==> src/rtl/fifo_queue.sv <==
// Synchronous show-ahead FIFO with occupancy count, flush and sticky
// overflow/underflow flags. Full/empty come from the count, not pointer equality.
module fifo_queue #(
  parameter int DATA_WIDTH = 64,
  parameter int FIFO_DEPTH = 16,
  parameter int PTR_WIDTH  = 4
) (
  input  logic                  in_Clk,
  input  logic                  in_Rst,
  input  logic                  in_flush,
  input  logic                  in_push,
  input  logic [DATA_WIDTH-1:0] in_data,
  input  logic                  in_pop,
  output logic [DATA_WIDTH-1:0] out_data,
  output logic                  out_full,
  output logic                  out_empty,
  output logic [PTR_WIDTH:0]    out_count,
  output logic                  out_overflow,
  output logic                  out_underflow
);

  localparam logic [PTR_WIDTH:0] DEPTH_CNT = FIFO_DEPTH[PTR_WIDTH:0];

  logic [DATA_WIDTH-1:0] mem_q [FIFO_DEPTH];
  logic [DATA_WIDTH-1:0] mem_d [FIFO_DEPTH];
  logic [PTR_WIDTH-1:0]  wr_ptr_q, wr_ptr_d;
  logic [PTR_WIDTH-1:0]  rd_ptr_q, rd_ptr_d;
  logic [PTR_WIDTH:0]    count_q, count_d;
  logic                  overflow_q, overflow_d;
  logic                  underflow_q, underflow_d;
  logic                  full, empty, push_ok, pop_ok;

  assign full    = (count_q == DEPTH_CNT);
  assign empty   = (count_q == '0);
  // A pop in the same cycle frees the slot, so a full FIFO still accepts the push.
  assign push_ok = in_push & (~full | in_pop);
  assign pop_ok  = in_pop & ~empty;

  always_comb begin
    mem_d       = mem_q;
    wr_ptr_d    = wr_ptr_q;
    rd_ptr_d    = rd_ptr_q;
    count_d     = count_q;
    overflow_d  = overflow_q;
    underflow_d = underflow_q;
    if (in_flush) begin
      wr_ptr_d    = '0;
      rd_ptr_d    = '0;
      count_d     = '0;
      overflow_d  = 1'b0;
      underflow_d = 1'b0;
    end else begin
      if (push_ok) begin
        mem_d[wr_ptr_q] = in_data;
        wr_ptr_d        = wr_ptr_q + 1'b1;
      end
      if (pop_ok) begin
        rd_ptr_d = rd_ptr_q + 1'b1;
      end
      if (push_ok && !pop_ok) begin
        count_d = count_q + 1'b1;
      end else if (pop_ok && !push_ok) begin
        count_d = count_q - 1'b1;
      end
      if (in_push && !push_ok) begin
        overflow_d = 1'b1;
      end
      if (in_pop && !pop_ok) begin
        underflow_d = 1'b1;
      end
    end
  end

  // Storage is not cleared on reset; out_data is masked while empty instead.
  always_ff @(posedge in_Clk) begin
    mem_q <= mem_d;
    if (in_Rst) begin
      wr_ptr_q    <= '0;
      rd_ptr_q    <= '0;
      count_q     <= '0;
      overflow_q  <= 1'b0;
      underflow_q <= 1'b0;
    end else begin
      wr_ptr_q    <= wr_ptr_d;
      rd_ptr_q    <= rd_ptr_d;
      count_q     <= count_d;
      overflow_q  <= overflow_d;
      underflow_q <= underflow_d;
    end
  end

  assign out_data      = empty ? '0 : mem_q[rd_ptr_q];
  assign out_full      = full;
  assign out_empty     = empty;
  assign out_count     = count_q;
  assign out_overflow  = overflow_q;
  assign out_underflow = underflow_q;

endmodule

==> config.mk <==
export PLATFORM = sky130hd
export DESIGN_NAME = fifo_queue
export DESIGN_NICKNAME = d
export VERILOG_FILES = /design/src/rtl/fifo_queue.sv
export SDC_FILE = /design/constraint.sdc
export NUM_CORES = 1
export LEC_CHECK = 0
export ABC_AREA = 1
export CORE_AREA = 2 2 316 318
export CTS_BUF_LIST = sky130_fd_sc_hd__clkbuf_16
export CTS_CLUSTER_SIZE = 12
export DETAILED_ROUTE_END_ITERATION = 7
export DIE_AREA = 0 0 318 320
export PLACE_DENSITY = 0.69
export SLEW_MARGIN = 20
export SYNTH_ARGS = -nofsm -noshare
export SYNTH_HDL_FRONTEND = slang
export SYNTH_SLANG_ARGS = --single-unit
==> constraint.sdc <==
create_clock -name in_Clk -period 4.45 [get_ports in_Clk]
set_clock_uncertainty 0.05 [all_clocks]
set_input_delay 0.445 -clock in_Clk [delete_from_list [all_inputs] [get_ports in_Clk]]
set_output_delay 0.445 -clock in_Clk [all_outputs]
set_load 0.02 [all_outputs]
==> flow_summary_export.csv <==
group,metric,value,unit
critical_path,arrival,3.66,ns
power_and_ir_drop,share_comb_of_total_power,0.110,
sta,period_share,0.933,
hold_path,hold_start,"in_push",
global_route,grt_pass1_vias,28700,
synth,ys_types,24,
clock_network,clk_latency,0.67,ns
critical_path,crit_chain,"inv_16, buf_4, nand2_1, nand2_1, nand2_1, nand3_1, nand3_1, a21oi_1, clkdlybuf4s50_1",
layout,final_common_cell,"nand2_1",
layout,final_net_count,4301,
die,core-area,98000,sq um
power_and_ir_drop,power_switching,5.12,mW
critical_path,cpMostUsedCell,"nand2_1",
clock_network,post_cts_buffers,0,
placed_design,portBuffers,141,
run_status,status,"finished with violations",
placed_design,place_hpwl,55300,um
critical_path,cp_num_buf_inv,3,
clock_network,ctsHoldBuffers,0,
detailed_routing,first_iter_violations,3161,
synth,syn-cell-area,44000,sq um
synth,ys_seq_area_frac,0.705,
global_route,grt_overflow,0,
critical_path,r2r-end,"mem_q[807]",
detailed_routing,drt-wirelength-per-cell,19.8,um
detailed_routing,via_count,29200,
die,die_w,318,um
sta,period_minus_slack,4.15,ns
synth,synth_top_area_share,0.698,
synth,synth_area_per_cell,10.7,sq um
detailed_routing,wl,111000,um
layout,fillCellCount,8299,
power_and_ir_drop,share_seq_of_total_power,0.520,
synth,ys_warn_count,0,
synth,synth_nets,4214,
sta,drv_slew,0,
power_and_ir_drop,p_int,15.8,mW
clock_network,cts.sinks,1039,
critical_path,rrSetupSlack,1.55,ns
sta,clock.fmax,241,MHz
die,die-area,102000,sq um
clock_network,post_cts_resized,0,
run_status,violations,"DRC",
synth,synth_seq_cells,1039,
layout,mostFrequentLayoutCells,"nand2_1, edfxtp_1, nand3_1",
clock_network,cts_root_buf,"clkbuf_16",
sta,worst_pin_slew,1.22,ns
sta,tns,0,ns
sta,rsz0062_at_grt,"no",
synth,syn_inst,4134,
sta,hold_viol_final,0,
critical_path,critPathKind,"register to primary output",
layout,drive_gt1_frac,0.0467,
hold_path,hp-class,"primary input to register",
flow_run,cap_violations,0,
placed_design,gp_congestion,0.769,
global_route,antenna_found_initial,9,
critical_path,path_delay_family,"buffers and inverters",
clock_network,cts.clk_slew.worst_paths,0.06,ns
detailed_routing,drc,1,
die,rows,115,
global_route,grt_pass1_wl,169000,um
hold_path,hold_end,"out_overflow",
critical_path,critPathRequiredTime,3.95,ns
critical_path,path_max_fanout,254,
power_and_ir_drop,switching_share,0.245,
sta,relSlewSlack,0.184,
die,start_util,0.449,
power_and_ir_drop,powerDensity,418,nW/um^2
synth,synth_area_leader_cell,"edfxtp_1",
power_and_ir_drop,peakVddDrop,0.280,mV
critical_path,reg2reg_depth,7,
global_route,grt_usage,0.215,
layout,area_growth,13.4,%
synth,synth_area_leaders,"edfxtp_1, nand2_1, nand3_1, inv_1, buf_2",
detailed_routing,firstDrtPassIters,8,
clock_network,numCtsBuffers,102,
hold_path,holdPathStages,3,
detailed_routing,ant_nets,0,
clock_network,ctsHtreeMaxLevel,3,
clock_network,cts_tree,"yes",
critical_path,endpoint_kind,"primary output",
die,die_y,320,um
power_and_ir_drop,p_clk_frac,0.371,
critical_path,critPathMaxStageDelay,0.67,ns
critical_path,worstSetupStartpointType,"register",
critical_path,r2r-start,"out_count[2]",
global_route,grt_max_degree,255,
die,pin_count,142,
clock_network,clk_path_buf_depth,3,
sta,setup_violations,0,
critical_path,crit_slowest_cell,"clkdlybuf4s50_1",
sta,holdWs,0.394,ns
detailed_routing,vias_per_cell,5.25,
power_and_ir_drop,power_leakage,20.1,nW
## routing by layer
layer | share of wire | GRT usage | wire length [um]
met1 | 0.41 | 0.284 | 45600
met2 | 0.48 | 0.359 | 53100
met3 | 0.075 | 0.0341 | 8300
met4 | 0.031 | 0.0819 | 3470
met5 | 0.00082 | 0 | 91
## cells in the mapped netlist, drive strengths merged
cell type	instances
a21oi	76
a31oi	1
buf	190
clkbuf	29
dfxtp	15
edfxtp	1024
fa	1
ha	10
inv	536
nand2	1560
nand3	648
nand3b	1
nand4	1
nor2	27
nor3	1
o211ai	1
o21ai	9
xnor2	2
xor2	2
## registers in the layout, indices dropped and copies added, names as in the netlist
signal         count
out_underflow      1
rd_ptr_q           4
out_overflow       1
mem_q           1024
wr_ptr_q           4
out_count          5
## through the flow
| stage | instances | area, sq um | util | setup slack (ns) | power [mW] |
|---|---|---|---|---|---|
| finish | 5570 | 49900 | 0.509 | 0.299 | 20.9 |
| global route | 5569 | 49900 | 0.509 | 0.177 | 21.6 |
| detailed placement | 5404 | 47000 | 0.480 | 0.975 | 13.3 |
| global placement | 5404 | 47000 | 0.480 | 1.06 | 13.3 |
| CTS | 5568 | 49900 | 0.509 | 0.355 | 21.0 |
| floorplan | 4134 | 44000 | - | 0.118 | 12.3 |
## kinds of logic (layout without fill, tap and decap cells)
family          Yosys count  count (layout)  share of synthesized area
buf+inv                 755             902                     0.0715
flops                  1039            1039                      0.705
xor+xnor                  4               4                   0.000796
other cells               0               2                          0
compound gates           87              87                    0.00997
fa+ha+maj                11              11                    0.00330
simple gates           2238            2238                      0.209
## worst max-delay path by stage
| stage | end | depth (start not counted) | startpoint |
|---|---|---|---|
| finish | out_data[33] | 9 | rd_ptr_q[0] |
| global route | out_data[16] | 9 | rd_ptr_q[0] |
| CTS | out_data[20] | 9 | rd_ptr_q[0] |
| detailed placement | mem_q[810] | 8 | in_pop |
| global placement | mem_q[809] | 8 | in_pop |
| floorplan | mem_q[1000] | 6 | out_count[2] |
## power groups by stage
stage          logic (mW)  clock network, mW  registers, mW
6_report             2.29               7.74           10.8
5_1_grt              2.48               8.22           10.8
4_1_cts              2.30               7.83           10.8
3_5_place_dp         2.29                  0           11.1
3_3_place_gp         2.26                  0           11.1
2_1_floorplan        1.29                  0           11.0
## cell type report
| type | count | area, sq um | share of cell area |
|---|---|---|---|
| Antenna cell | 2 | 5.00 | 0.000100 |
| Timing Repair Buffer | 202 | 2330 | 0.0467 |
| Multi-Input combinational cell | 2340 | 9960 | 0.199 |
| Tap cell | 1287 | 1610 | 0.0323 |
| Inverter | 536 | 2040 | 0.0410 |
| Clock buffer | 103 | 2580 | 0.0516 |
| Sequential cell | 1039 | 31100 | 0.622 |
| Clock inverter | 61 | 328 | 0.00657 |
## worst min-delay path: cells and delay by family
| kind | cells | cell delay [ns] |
|---|---|---|
| AND/OR/NAND/NOR | 1 | 0.07 |
| AO/OA/AOI/OAI | 1 | 0.09 |
| buffers and inverters | 1 | 0.48 |
Note: power is estimated with default switching activity, not from simulation.
